$ cat src/rtl/l2_cache_pkg.sv
// Shared types and constants for the L2 lookup controller: FSM states, address field
// widths, replacement LFSR constants and address slice helpers for the default geometry.
package l2_cache_pkg;

   localparam int WAYS_DEFAULT       = 8;
   localparam int INDEX_BITS_DEFAULT = 14;
   localparam int TAG_BITS_DEFAULT   = 10;
   localparam int OFFSET_BITS        = 6;
   localparam int WAY_BITS           = $clog2(WAYS_DEFAULT);
   localparam int ADDR_BITS_DEFAULT  = TAG_BITS_DEFAULT + INDEX_BITS_DEFAULT + OFFSET_BITS;

   // x^16 + x^14 + x^13 + x^11 + 1 maps to feedback bits 15, 13, 12 and 10
   localparam logic [15:0] LFSR_SEED = 16'hACE1;
   localparam logic [15:0] LFSR_TAPS = 16'hB400;

   typedef enum logic [2:0] {
      ST_IDLE,
      ST_LOOKUP,
      ST_COMPARE,
      ST_MISS_REQ,
      ST_MISS_WAIT,
      ST_FILL,
      ST_RESP
   } state_t;

   function automatic logic [15:0] lfsrNext(input logic [15:0] cur);
      return {cur[14:0], ^(cur & LFSR_TAPS)};
   endfunction

   function automatic logic [TAG_BITS_DEFAULT-1:0] addrTag(input logic [ADDR_BITS_DEFAULT-1:0] addr);
      return addr[ADDR_BITS_DEFAULT-1 -: TAG_BITS_DEFAULT];
   endfunction

   function automatic logic [INDEX_BITS_DEFAULT-1:0] addrIndex(input logic [ADDR_BITS_DEFAULT-1:0] addr);
      return addr[OFFSET_BITS +: INDEX_BITS_DEFAULT];
   endfunction

   function automatic logic [ADDR_BITS_DEFAULT-1:0] lineAddr(input logic [ADDR_BITS_DEFAULT-1:0] addr);
      return {addr[ADDR_BITS_DEFAULT-1:OFFSET_BITS], {OFFSET_BITS{1'b0}}};
   endfunction

endpackage

$ cat src/rtl/l2_victim_select.sv
// Victim way choice: lowest invalid way wins, otherwise the replacement policy.
// LFSR_REPL_EN selects a free-running 16-bit LFSR; otherwise a round-robin counter is used.
module l2_victim_select
   import l2_cache_pkg::*;
#(
   parameter int WAYS = 8
) (
   input  logic                    clock,
   input  logic                    reset,
   input  logic [WAYS-1:0]         i_valid,
   input  logic                    i_advance,
   output logic [$clog2(WAYS)-1:0] o_victim
);

   localparam int WB = $clog2(WAYS);

   logic [WB-1:0] w_firstInvalid;
   logic          w_anyInvalid;
   logic [WB-1:0] w_policyWay;

   // Scanning from the top way down leaves the lowest invalid way as the winner
   always_comb begin
      w_firstInvalid = '0;
      w_anyInvalid   = 1'b0;
      for (int i = WAYS - 1; i >= 0; i--) begin
         if (!i_valid[i]) begin
            w_firstInvalid = WB'(i);
            w_anyInvalid   = 1'b1;
         end
      end
   end

`ifdef LFSR_REPL_EN
   logic [15:0] r_lfsr;
   logic        w_unusedAdvance;

   // The LFSR free-runs, so the advance strobe has no role in this build
   assign w_unusedAdvance = i_advance;

   always_ff @(posedge clock) begin
      if (reset) begin
         r_lfsr <= LFSR_SEED;
      end else begin
         r_lfsr <= lfsrNext(r_lfsr);
      end
   end

   assign w_policyWay = r_lfsr[WB-1:0];
`else
   logic [WB-1:0] r_rrCount;

   // WAYS is a power of two, so natural overflow gives the WAYS-1 -> 0 wrap
   always_ff @(posedge clock) begin
      if (reset) begin
         r_rrCount <= '0;
      end else if (i_advance) begin
         r_rrCount <= r_rrCount + WB'(1);
      end
   end

   assign w_policyWay = r_rrCount;
`endif

   assign o_victim = w_anyInvalid ? w_firstInvalid : w_policyWay;

endmodule

$ cat src/rtl/l2_lookup_ctrl.sv
// Single-outstanding L2 read lookup sequencer: tag read, hit sample, miss fill and response.
// Build option LFSR_REPL_EN switches the victim policy from round-robin to a 16-bit LFSR.
module l2_lookup_ctrl #(
   parameter int WAYS        = 8,
   parameter int INDEX_BITS  = 14,
   parameter int TAG_BITS    = 10,
   parameter int OFFSET_BITS = l2_cache_pkg::OFFSET_BITS,
   parameter int ADDR_BITS   = TAG_BITS + INDEX_BITS + OFFSET_BITS
) (
   input  logic                    clock,
   input  logic                    reset,
   input  logic                    req_valid,
   output logic                    req_ready,
   input  logic [ADDR_BITS-1:0]    req_addr,
   output logic                    arr_rd_en,
   output logic [INDEX_BITS-1:0]   arr_index,
   output logic                    arr_wr_en,
   output logic [$clog2(WAYS)-1:0] arr_wr_way,
   output logic [TAG_BITS-1:0]     arr_wr_tag,
   input  logic [WAYS-1:0]         arr_valid,
   output logic [TAG_BITS-1:0]     hd_addr_tag,
   input  logic                    hd_hit,
   input  logic [$clog2(WAYS)-1:0] hd_way,
   output logic                    mem_req_valid,
   input  logic                    mem_req_ready,
   output logic [ADDR_BITS-1:0]    mem_req_addr,
   input  logic                    mem_fill_valid,
   output logic                    resp_valid,
   input  logic                    resp_ready,
   output logic                    resp_hit,
   output logic [$clog2(WAYS)-1:0] resp_way
);

   import l2_cache_pkg::*;

   localparam int WB = $clog2(WAYS);

   state_t               r_state;
   logic [ADDR_BITS-1:0] r_addr;
   logic [WB-1:0]        r_victim;
   logic                 r_usedPolicy;
   logic                 r_reqReady;
   logic                 r_rdEn;
   logic                 r_wrEn;
   logic                 r_memReqValid;
   logic                 r_respValid;
   logic                 r_respHit;
   logic [WB-1:0]        r_respWay;

   logic [WB-1:0]        w_victim;
   logic                 w_advance;

   // Only fills whose victim came from the policy (set was full) move the replacement state
   assign w_advance = (r_state == ST_FILL) && r_usedPolicy;

   l2_victim_select #(
      .WAYS(WAYS)
   ) u_victimSelect (
      .clock    (clock),
      .reset    (reset),
      .i_valid  (arr_valid),
      .i_advance(w_advance),
      .o_victim (w_victim)
   );

   // Every output is a register or a slice of the captured address, so nothing glitches
   always_ff @(posedge clock) begin
      if (reset) begin
         r_state       <= ST_IDLE;
         r_addr        <= '0;
         r_victim      <= '0;
         r_usedPolicy  <= 1'b0;
         r_reqReady    <= 1'b1;
         r_rdEn        <= 1'b0;
         r_wrEn        <= 1'b0;
         r_memReqValid <= 1'b0;
         r_respValid   <= 1'b0;
         r_respHit     <= 1'b0;
         r_respWay     <= '0;
      end else begin
         case (r_state)
            ST_IDLE: begin
               if (req_valid) begin
                  r_addr     <= req_addr;
                  r_reqReady <= 1'b0;
                  r_rdEn     <= 1'b1;
                  r_state    <= ST_LOOKUP;
               end
            end
            ST_LOOKUP: begin
               r_rdEn  <= 1'b0;
               r_state <= ST_COMPARE;
            end
            ST_COMPARE: begin
               if (hd_hit) begin
                  r_respValid <= 1'b1;
                  r_respHit   <= 1'b1;
                  r_respWay   <= hd_way;
                  r_state     <= ST_RESP;
               end else begin
                  r_victim      <= w_victim;
                  r_usedPolicy  <= &arr_valid;
                  r_memReqValid <= 1'b1;
                  r_state       <= ST_MISS_REQ;
               end
            end
            ST_MISS_REQ: begin
               if (mem_req_ready) begin
                  r_memReqValid <= 1'b0;
                  r_state       <= ST_MISS_WAIT;
               end
            end
            ST_MISS_WAIT: begin
               if (mem_fill_valid) begin
                  r_wrEn  <= 1'b1;
                  r_state <= ST_FILL;
               end
            end
            ST_FILL: begin
               r_wrEn      <= 1'b0;
               r_respValid <= 1'b1;
               r_respHit   <= 1'b0;
               r_respWay   <= r_victim;
               r_state     <= ST_RESP;
            end
            ST_RESP: begin
               if (resp_ready) begin
                  r_respValid <= 1'b0;
                  r_respHit   <= 1'b0;
                  r_respWay   <= '0;
                  r_reqReady  <= 1'b1;
                  r_state     <= ST_IDLE;
               end
            end
            default: begin
               r_reqReady <= 1'b1;
               r_state    <= ST_IDLE;
            end
         endcase
      end
   end

   assign req_ready     = r_reqReady;
   assign arr_rd_en     = r_rdEn;
   assign arr_index     = r_addr[OFFSET_BITS +: INDEX_BITS];
   assign arr_wr_en     = r_wrEn;
   assign arr_wr_way    = r_victim;
   assign arr_wr_tag    = r_addr[ADDR_BITS-1 -: TAG_BITS];
   assign hd_addr_tag   = r_addr[ADDR_BITS-1 -: TAG_BITS];
   assign mem_req_valid = r_memReqValid;
   assign mem_req_addr  = {r_addr[ADDR_BITS-1:OFFSET_BITS], {OFFSET_BITS{1'b0}}};
   assign resp_valid    = r_respValid;
   assign resp_hit      = r_respHit;
   assign resp_way      = r_respWay;

endmodule

$ cat config.mk
export PLATFORM = sky130hd
export DESIGN_NAME = l2_lookup_ctrl
export DESIGN_NICKNAME = d
export VERILOG_FILES = /design/src/rtl/l2_cache_pkg.sv /design/src/rtl/l2_victim_select.sv /design/src/rtl/l2_lookup_ctrl.sv
export SDC_FILE = /design/constraint.sdc
export NUM_CORES = 1
export LEC_CHECK = 0
export ABC_AREA = 1
export CAP_MARGIN = 20
export CORE_ASPECT_RATIO = 1.2
export CORE_UTILIZATION = 38
export CTS_CLUSTER_DIAMETER = 60
export DETAILED_ROUTE_END_ITERATION = 10
export GPL_ROUTABILITY_DRIVEN = 0
export PLACE_DENSITY = 0.8
export SETUP_SLACK_MARGIN = 0.3
export SLEW_MARGIN = 20
export SYNTH_ARGS = -nofsm -noshare
export SYNTH_HDL_FRONTEND = slang
export SYNTH_SLANG_ARGS = --single-unit
$ cat constraint.sdc
create_clock -name clock -period 1.4 [get_ports clock]
set_input_delay 0.28 -clock clock [delete_from_list [all_inputs] [get_ports clock]]
set_output_delay 0.28 -clock clock [all_outputs]
set_load 0.05 [all_outputs]
==> results of run 1 <==
==> repair_timing <==
| item | CTS | global route |
|---|---|---|
| hold buffers | 0 | 0 |
| endpoints found under the setup margin | 111 | 106 |
| pin swaps | 17 | 14 |
| gates cloned | 0 | 2 |
| resized for setup | 62 | 47 |
| setup buffers | 11 | 5 |
==> final cells by class <==
cell class / count / area [µm²] / share of cell area
multi-input combinational: 183 / 1074 / 0.2424
clock buffer: 6 / 72.57 / 0.01638
sequential: 43 / 978.4 / 0.2209
inverter: 22 / 93.84 / 0.02119
timing repair buffer: 141 / 2128 / 0.4805
tap: 62 / 77.57 / 0.01751
timing repair inverter: 1 / 5.005 / 0.001130
==> metal layers <==
metal  up-vias  routed length, µm
met5         -                  0
met4         0                232
met3        23                483
met2       116               5012
met1      1142               2701
li1       1096                  -
==> cell usage in the layout, fill, tap and decap left out, types with 2 or more instances in the layout <==
master / synthesis / routed
nand3_1: 12 / 7
o21ai_0: 6 / 2
dfxtp_2: 0 / 10
nor2_4: 2 / 9
inv_4: 0 / 3
inv_1: 16 / 13
clkbuf_8: 0 / 5
clkdlybuf4s50_1: 0 / 36
a21oi_2: 1 / 12
inv_2: 5 / 4
nand2_2: 5 / 8
buf_4: 41 / 21
o21ai_1: 6 / 5
buf_6: 3 / 4
dfxtp_4: 0 / 28
nand2_4: 1 / 7
nor2_1: 9 / 6
dfxtp_1: 43 / 5
dlymetal6s2s_1: 0 / 4
nand2_1: 83 / 74
buf_12: 0 / 74
o21ai_2: 1 / 5
nand3_2: 1 / 5
conb_1: 1 / 6
a21oi_1: 39 / 28
==> state kept, by name, summed over array words and instances, names as in the netlist <==
signal	cells
r_state	3
arr_wr_way	3
arr_wr_en	1
req_ready	1
resp_hit	1
arr_rd_en	1
resp_valid	1
u_victimSelect.r_rrCount	3
r_usedPolicy	1
mem_req_valid	1
resp_way	3
r_addr	24
==> power by group through the flow <==
stage                     Combinational (mW)  Clock [mW]  Sequential [mW]
after floorplan                         2.08           0             2.51
after global placement                  4.57           0             2.04
after CTS                               5.02       0.739             2.09
after detailed placement                4.66           0             2.06
after global routing                    5.69       0.777             2.19
final                                   5.49       0.726             2.15
==> final timing paths <==
path	startpoint	endpoint	slack, ns	depth (start not counted)
max	r_state[2]	r_addr[25]	0.05	6
min	resp_ready	resp_valid	0.40	4
max reg2reg	r_state[2]	r_addr[25]	0.05	6
min reg2reg	u_victimSelect.r_rrCount[2]	u_victimSelect.r_rrCount[2]	0.51	1
==> through the flow <==
stage                     cell area [µm²]  worst slack, ns  hold WS (ns)  instances
after global placement               3876         -0.04806        0.4540        434
after CTS                            4208           0.1810        0.4810        451
final                                4429          0.04539        0.3977        458
after floorplan                      2210           0.2532        0.4152        298
after detailed placement             3876         -0.07909        0.4726        434
after global routing                 4429         -0.02537        0.3968        458
==> cells by family (layout without fill, tap and decap cells) <==
kind of cell,count (synthesis),count (layout),share of synthesized area
buffers and inverters,72,170,0.2090
adder cells (fa/ha/maj),1,1,0.005820
AND/OR/NAND/NOR,119,119,0.2433
AO/OA/AOI/OAI,57,57,0.1397
other,1,6,0.001745
flip-flops,43,43,0.4005
==> worst min-delay path, stage by stage <==
cell and delay (ns):
dlymetal6s2s_1 0.17, nand3_2 0.10, nand2_2 0.07, a21oi_2 0.04
==> summary.md, run 1 <==
| Metric | Value |
|---|---|
| Critical path, cell by cell | nor3_2 > nand2_2 > inv_4 > clkbuf_16 > nand2_1 > a21oi_1 |
| Crit path buffers/inverters | 2 |
| Final worst-path cycle share | 0.9676 |
| RSZ-0062 raised after global routing | true |
| Reg clk slew, reported paths | around 0.08 ns |
| Busiest layer in global routing | met2 |
| Reg power frac | 0.257 |
| H-tree depth | 2 |
| Post-DR wirelength/cell | 18.41 µm |
| DIE WIDTH | between 70 and 80 µm |
| CP Capture Type | flop |
| Top-count cell post-synth | nand2_1 |
| Total congestion overflow | 0 |
| DR vias | approximately 2400 |
| Synthesized instance count | ~300 |
| Met2 Use GR | 0.4413 |
| Post-route minimum period | around 1.4 ns |
| Syn Std Cell Area | between 0.002 and 0.0025 mm² |
| Prevailing post-synth register cell | dfxtp_1 |
| Final wirelength | 8430 µm |
| Global-route wire length before repair | around 11000 µm |
| Final max-slew violation count | 0 |
| Tot Pwr | around 8.4 mW |
| Yosys top cell area share | 0.4005 |
| Delay-heaviest family, CP | flip-flops |
| Highest net fanout along the worst path | 9 |
| TritonCTS clock tree | built |
| Synth cell count leaders | nand2_1, dfxtp_1, buf_4 |
| VDD IR-drop max | 1393 µV |
| Initial antenna violation count | 0 |
| Drt drc | 22 |
| Mean Syn Cell Area | 7.336 µm² |
| Setup_tns | 0 ns |
| Crit Path Class | reg2reg |
| Hpwl dp | 4812 µm |
| Status | finished with violations |
| PD cells | 1887 mW/mm² |
| Max_cap viols | 0 |
| Seq/Total Area, Yosys | 0.4005 |
| Async S/R FF share, synth | 0 |
| Post-layout util | 0.8248 |
| Grt met1 use | 0.2359 |
| Combinational power share | 0.656 |
| Met3 usage | 0.04082 |
| Clock Power Share | 0.087 |
| Filler Cells Inserted | roughly 280 |
| Worst setup SP type | flop |
| Final hold vios | 0 |
| Clock Path Buffers | 2 |
| # setup viols final | 0 |
| CP required | between 1.5 and 2 ns |
| Max incr delay on CP | roughly 0.39 ns |
| Share of layout cells above drive strength 1 | 0.5126 |
| # IOs | around 120 |
| Starting Density | 0.4003 |
| Leading post-synthesis cells by cell area | dfxtp_1, nand2_1, buf_4 |
| Yosys top cell by area | dfxtp_1 |
| Clk_skew | between 0.006 and 0.007 ns |
| Total Routing Usage GR | 0.2301 |
| Unique masters post-synth | 28 |
| CORE AREA | 0.005370 mm² |
| P&R area growth vs syn | 106.1% |
| TritonRoute pass-1 iters | 7 |
| Post-synth EDFFs | 0 |
| Critical-path top delay cell | dfxtp_4 |
| Site Rows | 29 |
| PortBufs | about 110 |
| Failing checks | DRC |
| Yosys warning count | 0 |
| Worst min path class | in2reg |
| Vias per cell | between 5 and 6 |
| CTS buffer count | 5 |
| Fin nets | ~450 |
| P_leak | between 1.5 and 2 nW |
| Vias in the first global route | 2251 |
| Worst skew pair latency | roughly 0.29 ns |
| Sw frac | 0.4620 |
| Synthesis-stage register bit count | between 40 and 50 |
| # diodes | 0 |
| Clock root buffer | clkbuf_8 |
| Die area | 0.005963 mm² |
| Pint | approximately 4.5 mW |
| Data arrival, critical path | between 1.5 and 2 ns |
| Clk sinks | between 40 and 50 |
| Post-route ant nets | 0 |
| Die H | about 84 µm |
| Psw | slightly below 4 mW |
| 1st-iter DRT viols | roughly 120 |
| FMAX | about 0.74 GHz |
| Largest net degree at the start of global routing | 35 |
Note: power is estimated with default switching activity, not from simulation.
==> run 2, diff against run 1 <==
GPL_ROUTABILITY_DRIVEN = not set   (was 0)
==> results of run 2 <==
No change in the layout: final DEF, timing and power equal those of run 1.
